<file path="src/rtl/text_console_writer_pkg.sv">
// Shared constants, control codes and FSM encoding for the text console writer.
// Optional feature macro used by the top: TEXT_CONSOLE_CLEAR_ON_RESET_EN.
package text_console_defs;

  localparam int COLS  = 80;
  localparam int ROWS  = 30;
  localparam int CELLS = COLS * ROWS;
  localparam logic [7:0] BLANK_CHAR = 8'h20;

  localparam logic [7:0] CHR_BS = 8'h08;
  localparam logic [7:0] CHR_LF = 8'h0A;
  localparam logic [7:0] CHR_FF = 8'h0C;
  localparam logic [7:0] CHR_CR = 8'h0D;

  typedef enum logic [1:0] {
    ST_READY    = 2'd0,
    ST_CLR_LINE = 2'd1,
    ST_CLR_ALL  = 2'd2
  } state_e;

  function automatic logic is_printable(input logic [7:0] c);
    return (c >= 8'h20) && (c <= 8'h7E);
  endfunction

endpackage

</file>
<file path="src/rtl/text_cursor.sv">
// Cursor column/row counters plus the running row base address (row*COLS kept
// incrementally so no multiplier is needed).
module text_cursor #(
  parameter int COLS   = 80,
  parameter int ROWS   = 30,
  parameter int ADDR_W = 12
) (
  input  logic              clk,
  input  logic              rst_n,
  input  logic              advance,
  input  logic              newline,
  input  logic              cr,
  input  logic              back,
  input  logic              home,
  output logic [6:0]        col,
  output logic [4:0]        row,
  output logic [ADDR_W-1:0] addr,
  output logic [ADDR_W-1:0] next_row_base
);

  localparam logic [6:0]        LAST_COL  = 7'(COLS - 1);
  localparam logic [4:0]        LAST_ROW  = 5'(ROWS - 1);
  localparam logic [ADDR_W-1:0] LAST_BASE = ADDR_W'((ROWS - 1) * COLS);
  localparam logic [ADDR_W-1:0] ROW_STEP  = ADDR_W'(COLS);

  logic [ADDR_W-1:0] row_base;
  logic [4:0]        next_row;

  assign next_row      = (row == LAST_ROW) ? '0 : row + 5'd1;
  assign next_row_base = (row_base == LAST_BASE) ? '0 : row_base + ROW_STEP;
  assign addr          = row_base + ADDR_W'(col);

  always_ff @(posedge clk) begin
    if (!rst_n || home) begin
      col      <= '0;
      row      <= '0;
      row_base <= '0;
    end else if (newline || (advance && col == LAST_COL)) begin
      col      <= '0;
      row      <= next_row;
      row_base <= next_row_base;
    end else if (advance) begin
      col <= col + 7'd1;
    end else if (cr) begin
      col <= '0;
    end else if (back && col != 7'd0) begin
      col <= col - 7'd1;
    end
  end

endmodule

</file>
<file path="src/rtl/text_console_writer.sv">
// Byte-stream console writer driving port A of the text memory.
// Define TEXT_CONSOLE_CLEAR_ON_RESET_EN to blank the whole screen after reset.
module text_console_writer #(
  parameter int         COLS       = 80,
  parameter int         ROWS       = 30,
  parameter int         ADDR_W     = 12,
  parameter logic [7:0] BLANK_CHAR = 8'h20
) (
  input  logic              clk,
  input  logic              rst_n,
  input  logic [7:0]        in_data,
  input  logic              in_valid,
  output logic              in_ready,
  output logic              mem_we,
  output logic [ADDR_W-1:0] mem_addr,
  output logic [7:0]        mem_din,
  output logic [6:0]        cursor_col,
  output logic [4:0]        cursor_row,
  output logic              busy
);

  import text_console_defs::*;

  localparam int                CELL_CNT  = COLS * ROWS;
  localparam logic [ADDR_W-1:0] LINE_LAST = ADDR_W'(COLS - 1);
  localparam logic [ADDR_W-1:0] ALL_LAST  = ADDR_W'(CELL_CNT - 1);
  localparam logic [6:0]        LAST_COL  = 7'(COLS - 1);

`ifdef TEXT_CONSOLE_CLEAR_ON_RESET_EN
  localparam state_e RESET_STATE = ST_CLR_ALL;
  localparam logic   RESET_PEND  = 1'b1;
`else
  localparam state_e RESET_STATE = ST_READY;
  localparam logic   RESET_PEND  = 1'b0;
`endif

  state_e            state;
  logic              clr_pend;
  logic [ADDR_W-1:0] clr_cnt;
  logic [ADDR_W-1:0] cur_addr;
  logic [ADDR_W-1:0] nl_base;
  logic              xfer;
  logic              do_prt, do_lf, do_cr, do_bs, do_ff;

  assign xfer   = in_valid && in_ready;
  assign do_prt = xfer && is_printable(in_data);
  assign do_lf  = xfer && (in_data == CHR_LF);
  assign do_cr  = xfer && (in_data == CHR_CR);
  assign do_bs  = xfer && (in_data == CHR_BS);
  assign do_ff  = xfer && (in_data == CHR_FF);

  text_cursor #(
    .COLS  (COLS),
    .ROWS  (ROWS),
    .ADDR_W(ADDR_W)
  ) u_cursor (
    .clk          (clk),
    .rst_n        (rst_n),
    .advance      (do_prt),
    .newline      (do_lf),
    .cr           (do_cr),
    .back         (do_bs),
    .home         (do_ff),
    .col          (cursor_col),
    .row          (cursor_row),
    .addr         (cur_addr),
    .next_row_base(nl_base)
  );

  always_ff @(posedge clk) begin
    if (!rst_n) begin
      state    <= RESET_STATE;
      clr_pend <= RESET_PEND;
      clr_cnt  <= '0;
      mem_we   <= 1'b0;
      mem_addr <= '0;
      mem_din  <= '0;
      in_ready <= 1'b0;
      busy     <= 1'b0;
    end else begin
      mem_we <= 1'b0;
      case (state)
        ST_READY: begin
          in_ready <= 1'b1;
          if (do_prt) begin
            mem_we   <= 1'b1;
            mem_addr <= cur_addr;
            mem_din  <= in_data;
            // Wrapping off the last column: the char write goes out first,
            // the new row is blanked starting in the following cycle.
            if (cursor_col == LAST_COL) begin
              state    <= ST_CLR_LINE;
              clr_pend <= 1'b1;
              in_ready <= 1'b0;
              busy     <= 1'b1;
            end
          end else if (do_lf || do_ff) begin
            mem_we   <= 1'b1;
            mem_addr <= do_lf ? nl_base : '0;
            mem_din  <= BLANK_CHAR;
            clr_cnt  <= '0;
            state    <= do_lf ? ST_CLR_LINE : ST_CLR_ALL;
            in_ready <= 1'b0;
            busy     <= 1'b1;
          end else if (do_bs && cursor_col != 7'd0) begin
            mem_we   <= 1'b1;
            mem_addr <= cur_addr - ADDR_W'(1);
            mem_din  <= BLANK_CHAR;
          end
        end
        ST_CLR_LINE, ST_CLR_ALL: begin
          if (clr_pend) begin
            // Cursor column is 0 here, so cur_addr is the row base.
            mem_we   <= 1'b1;
            mem_addr <= (state == ST_CLR_ALL) ? '0 : cur_addr;
            mem_din  <= BLANK_CHAR;
            clr_cnt  <= '0;
            clr_pend <= 1'b0;
            busy     <= 1'b1;
          end else if (clr_cnt == ((state == ST_CLR_ALL) ? ALL_LAST : LINE_LAST)) begin
            state    <= ST_READY;
            in_ready <= 1'b1;
            busy     <= 1'b0;
          end else begin
            mem_we   <= 1'b1;
            mem_addr <= mem_addr + ADDR_W'(1);
            clr_cnt  <= clr_cnt + ADDR_W'(1);
          end
        end
        default: begin
          state    <= ST_READY;
          in_ready <= 1'b1;
          busy     <= 1'b0;
        end
      endcase
    end
  end

endmodule

</file>
<file path="config.mk">
export PLATFORM = sky130hd
export DESIGN_NAME = text_console_writer
export DESIGN_NICKNAME = d
export VERILOG_FILES = /design/src/rtl/text_console_writer_pkg.sv /design/src/rtl/text_cursor.sv /design/src/rtl/text_console_writer.sv
export SDC_FILE = /design/constraint.sdc
export NUM_CORES = 1
export LEC_CHECK = 0
export ABC_AREA = 1
export CAP_MARGIN = 30
export CORE_UTILIZATION = 52
export CTS_CLUSTER_DIAMETER = 30
export CTS_CLUSTER_SIZE = 8
export DETAILED_ROUTE_END_ITERATION = 12
export HOLD_SLACK_MARGIN = 0.1
export PLACE_DENSITY = 0.76
export SKIP_CTS_REPAIR_TIMING = 1
export SLEW_MARGIN = 25
export SYNTH_ARGS = -nofsm -noshare
export SYNTH_HDL_FRONTEND = slang
export SYNTH_HIERARCHICAL = 1
export SYNTH_SLANG_ARGS = --single-unit
</file>
<file path="constraint.sdc">
create_clock -name clk -period 2.6 [get_ports clk]
set_input_delay 0.52 -clock clk [delete_from_list [all_inputs] [get_ports clk]]
set_output_delay 0.52 -clock clk [all_outputs]
set_load 0.03 [all_outputs]
</file>
==> impl_metrics.json <==
{
  "status": "finished, final reports clean",
  "unrepaired_setup_endpoints_after_global_routing": "no",
  "routed_wirelength_um": 13550,
  "core_area_sq_mm": 0.009864,
  "max_freq_ghz": 0.4297,
  "worst_path_largest_cell_delay_ns": 0.37,
  "floorplan.die_area_sq_mm": 0.01070,
  "synth_edf_count": 0,
  "critPathSlowestCell": "sky130_fd_sc_hd__fa_2",
  "io_pins": 46,
  "layout_common_cells": "sky130_fd_sc_hd__nand2_1 (283), sky130_fd_sc_hd__nor2_1 (127), sky130_fd_sc_hd__inv_1 (126), sky130_fd_sc_hd__nand3_1 (91), sky130_fd_sc_hd__dfxtp_1 (59)",
  "ys_dominant_reg_cell": "sky130_fd_sc_hd__dfxtp_1",
  "grt_util_met3": 0.05309,
  "timing.reg2reg.worst_path_depth": 21,
  "hold_path_class": "flop to flop",
  "layout-drive-gt1-share": 0.1029,
  "power.density_cell_area_mw_per_mm2": 393.4,
  "worst_setup_hold_path_clk_slew_ns": 0.08,
  "worstSkewPairLatency_ns": 0.35,
  "required_ns": 2.86,
  "start_util": 0.5425,
  "via_per_inst": 5.084,
  "setup.worst_path.end_class": "flop",
  "synthCells": 925,
  "ys.warnings.count": 6,
  "setup.worst_path.start_class": "flop",
  "clock_tree.root_cell": "sky130_fd_sc_hd__clkbuf_8",
  "gr-max-usage-layer": "met2",
  "netlist.top_cell.by_area": "sky130_fd_sc_hd__dfxtp_1",
  "number_of_port_buffers": 45,
  "numCtsBuffers": 9,
  "overflow": 0,
  "areaGrowthSynthToFinish_pct": 17.11,
  "max_cap_check_violation_count": 0,
  "number_of_setup_violations_in_the_final_report": 0,
  "die_w_um": 103.4,
  "tritoncts": "done",
  "mostFrequentLayoutCell": "sky130_fd_sc_hd__nand2_1",
  "first_pass_iteration_count_of_the_detailed_router": 5,
  "postSynthNetCount": 957,
  "maxSlewHeadroom": 0.5441,
  "antenna-diode-count": 0,
  "grt_max_degree": 24,
  "cts_max_path_buffers": 2,
  "hold_violations": 0,
  "setup_tns_ns": 0,
  "grt_resource_usage_total": 0.2711,
  "post-route-period-util": 0.8952,
  "postSynthAreaPerCell_sq_um": 5.785,
  "post-synth-top-area-fraction": 0.2319,
  "cp_cell_sequence": "ha_1 > inv_1 > fa_2 > o21ai_4 > nand3_1 > nand2_2 > nand2_1 > nand2_1 > nand2_1 > inv_1 > nand2_1 > nor2_1 > nand2_1 > nand2_1 > nand2_1 > nand2_1 > nand2_1 > nand2_1 > nand2_1 > nor2_1 > nor2_1",
  "yosysSeqAreaShare": 0.2319,
  "cts.htree.levels": 3,
  "ant_nets": 0,
  "crit_arrival_ns": 2.58,
  "dr_total_vias": 5669,
  "grt_util_met1": 0.3581,
  "post_synth_instance_area_sq_mm": 0.005351,
  "use_met2": 0.4463,
  "cp_max_fo": 4,
  "drtIter0Drc": 225,
  "postSynthRegisterBits": 62,
  "crit_path_kind": "flop to flop",
  "sink_count_of_the_clock_tree": 62,
  "first_global_vias": 5035,
  "post_route_utilization": 0.6353,
  "final.fill_count": 975,
  "holdPathStages": 2,
  "timing_max_transition_violations_final": 0,
  "grt_antenna_before_repair": 0,
  "hold-worst-slack_ns": 0.4370,
  "floorplan.rows": 36,
  "layout.nets": 1009,
  "synth.top_cells.by_area": "sky130_fd_sc_hd__dfxtp_1 (23%), sky130_fd_sc_hd__nand2_1 (20%), sky130_fd_sc_hd__nor2_1 (9.1%)",
  "netlist-cell-type-count": 41,
  "worstMarginPinSlew_ns": 0.6832,
  "p_leak_uw": 0.003045,
  "gp_congestion": 0.8930,
  "async_flop_share": 0,
  "finClkSkew_ns": 0.01656,
  "routed_wire_length_per_instance_um": 12.15,
  "timing.final.crit_period_ns": 2.327,
  "dieHeight_um": 103.4,
  "hpwl_um": 10200,
  "grt_pass1_wl_um": 22780,
  "detail_route.drc_violations": 0,
  "worst_ir_drop_vdd_uv": 323.5,
  "crit_top_cell": "sky130_fd_sc_hd__nand2_1"
}
[layer usage]
metal  up-vias  part of all wire
met2       120              0.45
met5         -                 0
met4         0             0.013
li1       3003                 -
met3        16             0.045
met1      2530              0.49
[cell usage after synthesis (6+ instances only)]
| cell | number |
|---|---|
| sky130_fd_sc_hd__xor2_1 | 14 |
| sky130_fd_sc_hd__nor2_2 | 11 |
| sky130_fd_sc_hd__nand4_1 | 15 |
| sky130_fd_sc_hd__ha_1 | 20 |
| sky130_fd_sc_hd__nand2_2 | 8 |
| sky130_fd_sc_hd__nor3_1 | 11 |
| sky130_fd_sc_hd__dfxtp_1 | 62 |
| sky130_fd_sc_hd__o21ai_0 | 37 |
| sky130_fd_sc_hd__nand2_4 | 6 |
| sky130_fd_sc_hd__nor2_4 | 6 |
| sky130_fd_sc_hd__inv_2 | 7 |
| sky130_fd_sc_hd__nand2_1 | 284 |
| sky130_fd_sc_hd__nor2_1 | 130 |
| sky130_fd_sc_hd__clkbuf_1 | 12 |
| sky130_fd_sc_hd__nand3_1 | 93 |
| sky130_fd_sc_hd__inv_1 | 126 |
| sky130_fd_sc_hd__a21oi_1 | 36 |
[metrics by stage]
step	instance area (sq um)	cells	power (uW)	setup WS (ns)
3_5_place_dp	5979	1099	1466	0.06449
6_report	6267	1115	2465	0.2726
3_3_place_gp	5979	1099	1464	0.07718
5_1_grt	6267	1115	2589	0.004483
2_1_floorplan	5354	925	1331	0.1003
4_1_cts	6213	1115	2477	0.04423
[worst max-delay path, delay by kind of cell, from the launching register on]
family,cells,cell delay (ns)
AO/OA/AOI/OAI,1,0.17
flip-flops,1,0.34
buffers and inverters,2,0.14
AND/OR/NAND/NOR,16,1.06
adder cells (fa/ha/maj),2,0.53
[final timing paths]
check	startpoint	end	slack [ns]
max	u_cursor/row_base[0]	mem_addr[11]	0.27
min	mem_din[7]	mem_din[7]	0.44
max reg2reg	u_cursor/row_base[0]	mem_addr[11]	0.27
min reg2reg	mem_din[7]	mem_din[7]	0.44
[registers in the layout (all words and copies together), names as in the netlist]
name               count
u_cursor/col           7
u_cursor/row_base     12
mem_we                 1
busy                   1
u_cursor/row           5
mem_addr              12
clr_pend               1
mem_din                8
state                  2
clr_cnt               12
in_ready               1
[logic make-up after synthesis]
group | after synthesis | synth area share
flops | 62 | 0.2319
simple gates | 575 | 0.4779
fa+ha+maj | 21 | 0.05050
buf+inv | 162 | 0.1258
xor+xnor | 16 | 0.02619
compound gates | 89 | 0.08768
[area by class of cell]
type,instances,area [sq um],share of cell area
Multi-Input combinational cell,701,3490,0.5568
Clock buffer,13,168.9,0.02695
Sequential cell,62,1245,0.1986
Inverter,137,524.3,0.08365
Tap cell,133,166.4,0.02655
Timing Repair Buffer,66,608.1,0.09703
Clock inverter,3,65.06,0.01038
[power by group]
part	internal, uW	switching, uW
Combinational	176	286
Sequential	972	20.9
Clock	618	393
(Power assumes the default switching activity.)
